[config.mk]
export PLATFORM = sky130hd
export DESIGN_NAME = serial_add_ctrl
export DESIGN_NICKNAME = d
export VERILOG_FILES = /design/src/rtl/serial_add_ctrl.sv
export SDC_FILE = /design/constraint.sdc
export NUM_CORES = 1
export LEC_CHECK = 0
export BUFFER_PORTS_ARGS = -buffer_cell sky130_fd_sc_hd__buf_2
export CORE_MARGIN = 4
export CORE_UTILIZATION = 30
export DETAILED_ROUTE_END_ITERATION = 7
export MAX_ROUTING_LAYER = met4
export PLACE_DENSITY = 0.52
export SLEW_MARGIN = 20
export SYNTH_ARGS = -nofsm -noshare
export SYNTH_HDL_FRONTEND = slang
export SYNTH_SLANG_ARGS = --single-unit
[constraint.sdc]
create_clock -name clk -period 2.8 [get_ports clk]
set_input_delay 0.28 -clock clk [delete_from_list [all_inputs] [get_ports clk]]
set_output_delay 0.28 -clock clk [all_outputs]
set_load 0.01 [all_outputs]
[src/rtl/serial_add_ctrl.sv]
// Bit-serial add/subtract sequencer: one full-adder cell, LSB first, registered carry.
// Start/ready handshake on the request side, valid/ack handshake on the result side.
module serial_add_ctrl #(
    parameter int unsigned WIDTH = 8,
    parameter int unsigned CNT_W = 5
) (
    input  logic             clk,
    input  logic             rst,
    input  logic             start,
    output logic             ready,
    input  logic [WIDTH-1:0] a_in,
    input  logic [WIDTH-1:0] b_in,
    input  logic             sub,
    output logic             busy,
    output logic [WIDTH-1:0] sum_out,
    output logic             carry_out,
    output logic             overflow,
    output logic             valid,
    input  logic             ack
);

    localparam logic [1:0] ST_IDLE = 2'd0;
    localparam logic [1:0] ST_RUN  = 2'd1;
    localparam logic [1:0] ST_DONE = 2'd2;

    logic [1:0]       state_q;
    logic [WIDTH-1:0] a_sh_q;
    logic [WIDTH-1:0] b_sh_q;
    logic [WIDTH-1:0] s_sh_q;
    logic             carry_q;
    logic             c_msb_q;
    logic [CNT_W-1:0] cnt_q;
    logic             fa_s;
    logic             fa_c;

    // Full-adder cell
    always_comb begin
        fa_s = a_sh_q[0] ^ b_sh_q[0] ^ carry_q;
        fa_c = (a_sh_q[0] & b_sh_q[0]) | (a_sh_q[0] & carry_q) | (b_sh_q[0] & carry_q);
    end

    always_ff @(posedge clk) begin
        if (rst) begin
            state_q <= ST_IDLE;
            a_sh_q  <= '0;
            b_sh_q  <= '0;
            s_sh_q  <= '0;
            carry_q <= 1'b0;
            c_msb_q <= 1'b0;
            cnt_q   <= '0;
        end else begin
            case (state_q)
                ST_IDLE: begin
                    if (start) begin
                        a_sh_q  <= a_in;
                        b_sh_q  <= b_in ^ {WIDTH{sub}};
                        carry_q <= sub;
                        cnt_q   <= '0;
                        s_sh_q  <= '0;
                        state_q <= ST_RUN;
                    end
                end
                ST_RUN: begin
                    s_sh_q  <= {fa_s, s_sh_q[WIDTH-1:1]};
                    carry_q <= fa_c;
                    a_sh_q  <= a_sh_q >> 1;
                    b_sh_q  <= b_sh_q >> 1;
                    cnt_q   <= cnt_q + 1'b1;
                    // Carry out of bit WIDTH-2 is the carry into the MSB.
                    if (cnt_q == CNT_W'(WIDTH - 2)) begin
                        c_msb_q <= fa_c;
                    end
                    if (cnt_q == CNT_W'(WIDTH - 1)) begin
                        state_q <= ST_DONE;
                    end
                end
                ST_DONE: begin
                    if (ack) begin
                        state_q <= ST_IDLE;
                    end
                end
                default: state_q <= ST_IDLE;
            endcase
        end
    end

    always_comb begin
        ready     = (state_q == ST_IDLE);
        busy      = (state_q == ST_RUN);
        valid     = (state_q == ST_DONE);
        sum_out   = valid ? s_sh_q : '0;
        carry_out = valid & carry_q;
        overflow  = valid & (c_msb_q ^ carry_q);
    end

endmodule
## Word level (Yosys, flattened, before mapping)

Cells that the tools add are included.

- Bits of input ports: 21
- Register bits after elaboration: 33
- Logic and storage cells: 46

- Reductions and logical operators: 5
- $add $sub $neg: 1
- Eq/ne operators: 7
- Muxes and demuxes: 15
- Bitwise gates (word level): 11

Operators with widths:

| cell | count |
|---|---|
| case mux 8 bit (2 select lines) | 3 |
| 2-to-1 mux 8 bit | 4 |
| == test 5 x 3 -> 1 bit (second input constant) | 2 |
| case mux 5 bit (2 select lines) | 1 |
| bitwise XOR 8 bit | 1 |
| 2-to-1 mux 2 bit | 3 |
| case mux 2 bit (3 select lines) | 1 |
| adder 5 x 1 -> 5 bit (second input constant) | 1 |
| bitwise AND 1 bit | 5 |
| 2-to-1 mux 5 bit | 1 |
| != test 2 x 1 -> 1 bit (second input constant) | 2 |
| AND reduction 2 bit | 2 |
| AND reduction 3 bit | 1 |
| bitwise XOR 1 bit | 3 |
| == test 2 x 1 -> 1 bit (second input constant) | 1 |
| == test 2 bit (second input constant) | 1 |
| logical NOT 2 bit | 1 |
| != test 2 bit (second input constant) | 1 |
| bitwise OR 1 bit | 2 |
| case mux 1 bit (2 select lines) | 1 |
| nonzero test 2 bit | 1 |
| 2-to-1 mux 1 bit | 1 |

## Logic depth before layout (Yosys ltp)

- Word-level depth: 4
- Gate-level depth with buffers: 5
- Mapped depth without buffers: 4

## Least setup slack after synthesis

OpenSTA, ideal clock, no wires.

- Kind: reg-to-output
- From: reg state_q[1]
- To: out sum_out[0]
- Buffers on the path: 2
- Required time: 2.520 ns
- Stages on the path, launching flop included: 5
- Path slack: 1.543 ns
- Arrival time: 0.977 ns
- Path through: dfxtp_1 buf_4 nor2b_1 buf_2 and2_1

- Word-level cells in the longest chain between the ends: 2

RTL lines:

| element | RTL line | source |
|---|---|---|
| start: declaration | 26 | `logic [1:0] state_q;` |
| start signal: assignment | 44 | `state_q <= ST_IDLE;` |
| start signal: assignment | 60 | `state_q <= ST_RUN;` |
| start signal: assignment | 74 | `state_q <= ST_DONE;` |
| == test 2 bit | 90 | `valid = (state_q == ST_DONE);` |
| net valid | 18 | `output logic valid,` |
| 2-to-1 mux 8 bit | 91 | `sum_out = valid ? s_sh_q : '0;` |
| end: declaration | 15 | `output logic [WIDTH-1:0] sum_out,` |

The timed path passes the listed nets, and every way through them passes these cells.

## Final worst setup path

- From: reg state_q[1]
- To: out overflow

- Word-level cells in the longest chain between the ends: 2

RTL lines:

| element | RTL line | source |
|---|---|---|
| == test 2 bit | 90 |  |
| bitwise AND 1 bit | 93 | `overflow = valid & (c_msb_q ^ carry_q);` |
| end: declaration | 17 | `output logic overflow,` |

Every way passes these cells.

==> metrics <==
run status completed; routability cong. just under 0.7; Pins Over Slew Limit 0; area delta synth->final 17.3%; P_leak 0.774 nW; Max Buffers Root-to-Sink 2; final net count 237; Hold Buf Count CTS 0; Inserted Clock Buffers 5; Ports 34; H-tree depth 2; CP Data Required Time 2.52 ns; Congestion Overflow GR 0; P per Cell Area 541 nW/um^2; die width slightly above 80 microns; initial antenna violation count 0; Core Box Area 5200 sq um; Die ar. 6720 sq um; Total GRT Usage 12.0%; num rows 26; Post-CTS Setup Inserts 0; CTS root buf clkbuf_8; count of different cell masters after synthesis between 40 and 50; worst path arrival time 1.99 ns; Diodes inserted 0; syn nets 210; CTS tree done; vias in the first global route 1304; dpl ws 0.867 ns; largest net degree at the start of global routing 35; DR pass1 iterations 4; layout cells sized above 1 between 20% and 30%; PortBufs 33; Slowest-stage cell, CP dfxtp_1; CTS resizes 0; Worst Tran Pin Value 0.743 ns; clock transition at the registers of the reported paths 0.07 ns; Worst path max stage delay 0.71 ns; first-pass GRT wire length 6040 microns; fin area 1930 sq um; initial core utilization between 30% and 40%; starting DRC count in detailed routing 28; Worst Setup End Kind output pin; CP Launch Type flop; Min Clock Period, post-route about 2.3 ns; dpl hpwl 2390 microns; Wirelength per Cell 12.8 microns; final hold vios 0; max-cap violations 0; Max Clock Freq 441 MHz; crit share post-route 81.1%; setup repair after global routing missed its margin no; Cell Area, Placed 1820 sq um; endpoints failing setup 0; Cell Area, Synth 1640 sq um; Peak VDD IR between 0.0002 and 0.00025 V; Synth Instances 186; Vias between 1000 and 1500; worst hold slack 0.267 ns; critical path, cell by cell nor2b_1 -> and2_1 -> buf_2; ANT nets after route 0; Setup CP Type flop to output pin; Seq cells post-synth 33; Synthesis Warnings 0; Post-route DRC 0; TNS Setup 0 ns; clock latency on the worst-skew pair 0.29 ns; synthesized area per cell 8.83 sq um; Crit Path Max Fanout 20; post-synthesis sequential area ratio 40.2%; most frequent cells in the layout dfxtp_1, buf_2, nor2_1, a22oi_1; Slew HR 50.4%; Die Ht 82.0 microns; Layout Skew 0.00888 ns; CTS Sinks 33; worst setup margin 0.530 ns; Worst Hold Class primary input to flop; DRT Wirelength 3630 microns; vias per cell 4.89
-- synthesized netlist by cell type (all sizes together) --
library cell	n	area share (%)
a211oi	2	0.91
nand3b	1	0.46
o21bai	1	0.46
nand2b	10	4.0
o211a	1	0.61
o22ai	7	2.7
clkbuf	5	1.1
a311oi	1	0.53
o21a	1	0.46
o21ba	1	0.61
xnor2	8	4.3
xor2	1	0.53
a21oi	11	3.4
o21ai	1	0.30
fa	1	1.2
and2	11	4.2
or3b	7	3.7
a221oi	2	1.8
a21o	1	0.46
nand4	1	0.38
nand2	3	0.69
a311o	1	0.61
nor2b	1	0.38
nor3b	2	0.91
a22oi	14	6.4
a31oi	2	0.76
ha	2	1.5
nand3	2	0.61
and4	1	0.53
a32oi	1	0.53
nor3	8	2.4
buf	10	4.0
or3	2	0.76
dfxtp	33	40
inv	8	1.8
nor2	20	4.6
a2bb2oi	2	1.1
-- worst paths after layout --
| check | start | to | slack [ns] | cells after the start |
|---|---|---|---|---|
| worst max register to register | state_q[1] | cnt_q[0] | 1.01 | 4 |
| worst max-delay path | state_q[1] | overflow | 0.53 | 3 |
| worst min register to register | a_sh_q[7] | a_sh_q[7] | 0.47 | 2 |
| worst min-delay path | b_in[1] | b_sh_q[1] | 0.27 | 3 |
-- cell families (layout without fill, tap and decap cells) --
kind of cell    Yosys count  count (layout)  synth area share (%)
simple gates             69              69                  23.6
compound gates           49              49                  21.6
flops                    33              33                  40.2
buf+inv                  23              51                  7.01
xor+xnor                  9               9                  4.80
fa+ha+maj                 3               3                  2.74
-- critical path, delay by kind of cell (launching register included) --
family | cells | cell delay (ns)
simple gates | 2 | 0.87
flops | 1 | 0.71
buf+inv | 1 | 0.13
-- flip-flops by register name (all words and copies together), names as in the netlist --
signal	flops
state_q	2
b_sh_q	8
carry_q	1
cnt_q	5
c_msb_q	1
s_sh_q	8
a_sh_q	8
-- per-layer routing --
layer | up-vias | global-route usage [%] | share of wire [%]
met4 | 0 | 4.98 | 1.8
met2 | 35 | 16.3 | 40
met5 | - | - | 0
met3 | 8 | 3.62 | 5.4
li1 | 705 | - | -
met1 | 641 | 16.5 | 53
-- layout make-up --
cell class / count / area [sq um]
Tap cell: 70 / 87.6
Inverter: 8 / 30.0
Fill cell: 569 / 3280
Clock inverter: 1 / 5.00
Sequential cell: 33 / 661
Clock buffer: 7 / 96.3
Multi-Input combinational cell: 130 / 866
Timing Repair Buffer: 35 / 180
-- power by group --
part | leakage [nW] | internal (mW) | switching (mW)
registers | 0.270 | 0.494 | 0.0143
logic | 0.450 | 0.0614 | 0.0730
clock network | 0.0542 | 0.222 | 0.177
-- through the flow --
| step | util, % | power, mW | instances |
|---|---|---|---|
| after floorplan | - | 0.618 | 186 |
| after global placement | 35.0 | 0.654 | 276 |
| after detailed placement | 35.0 | 0.654 | 276 |
| after CTS | 37.0 | 1.05 | 284 |
| after global routing | 37.0 | 1.09 | 284 |
| final | 37.0 | 1.04 | 284 |
No activity file was read; power rests on OpenSTA's default activity.
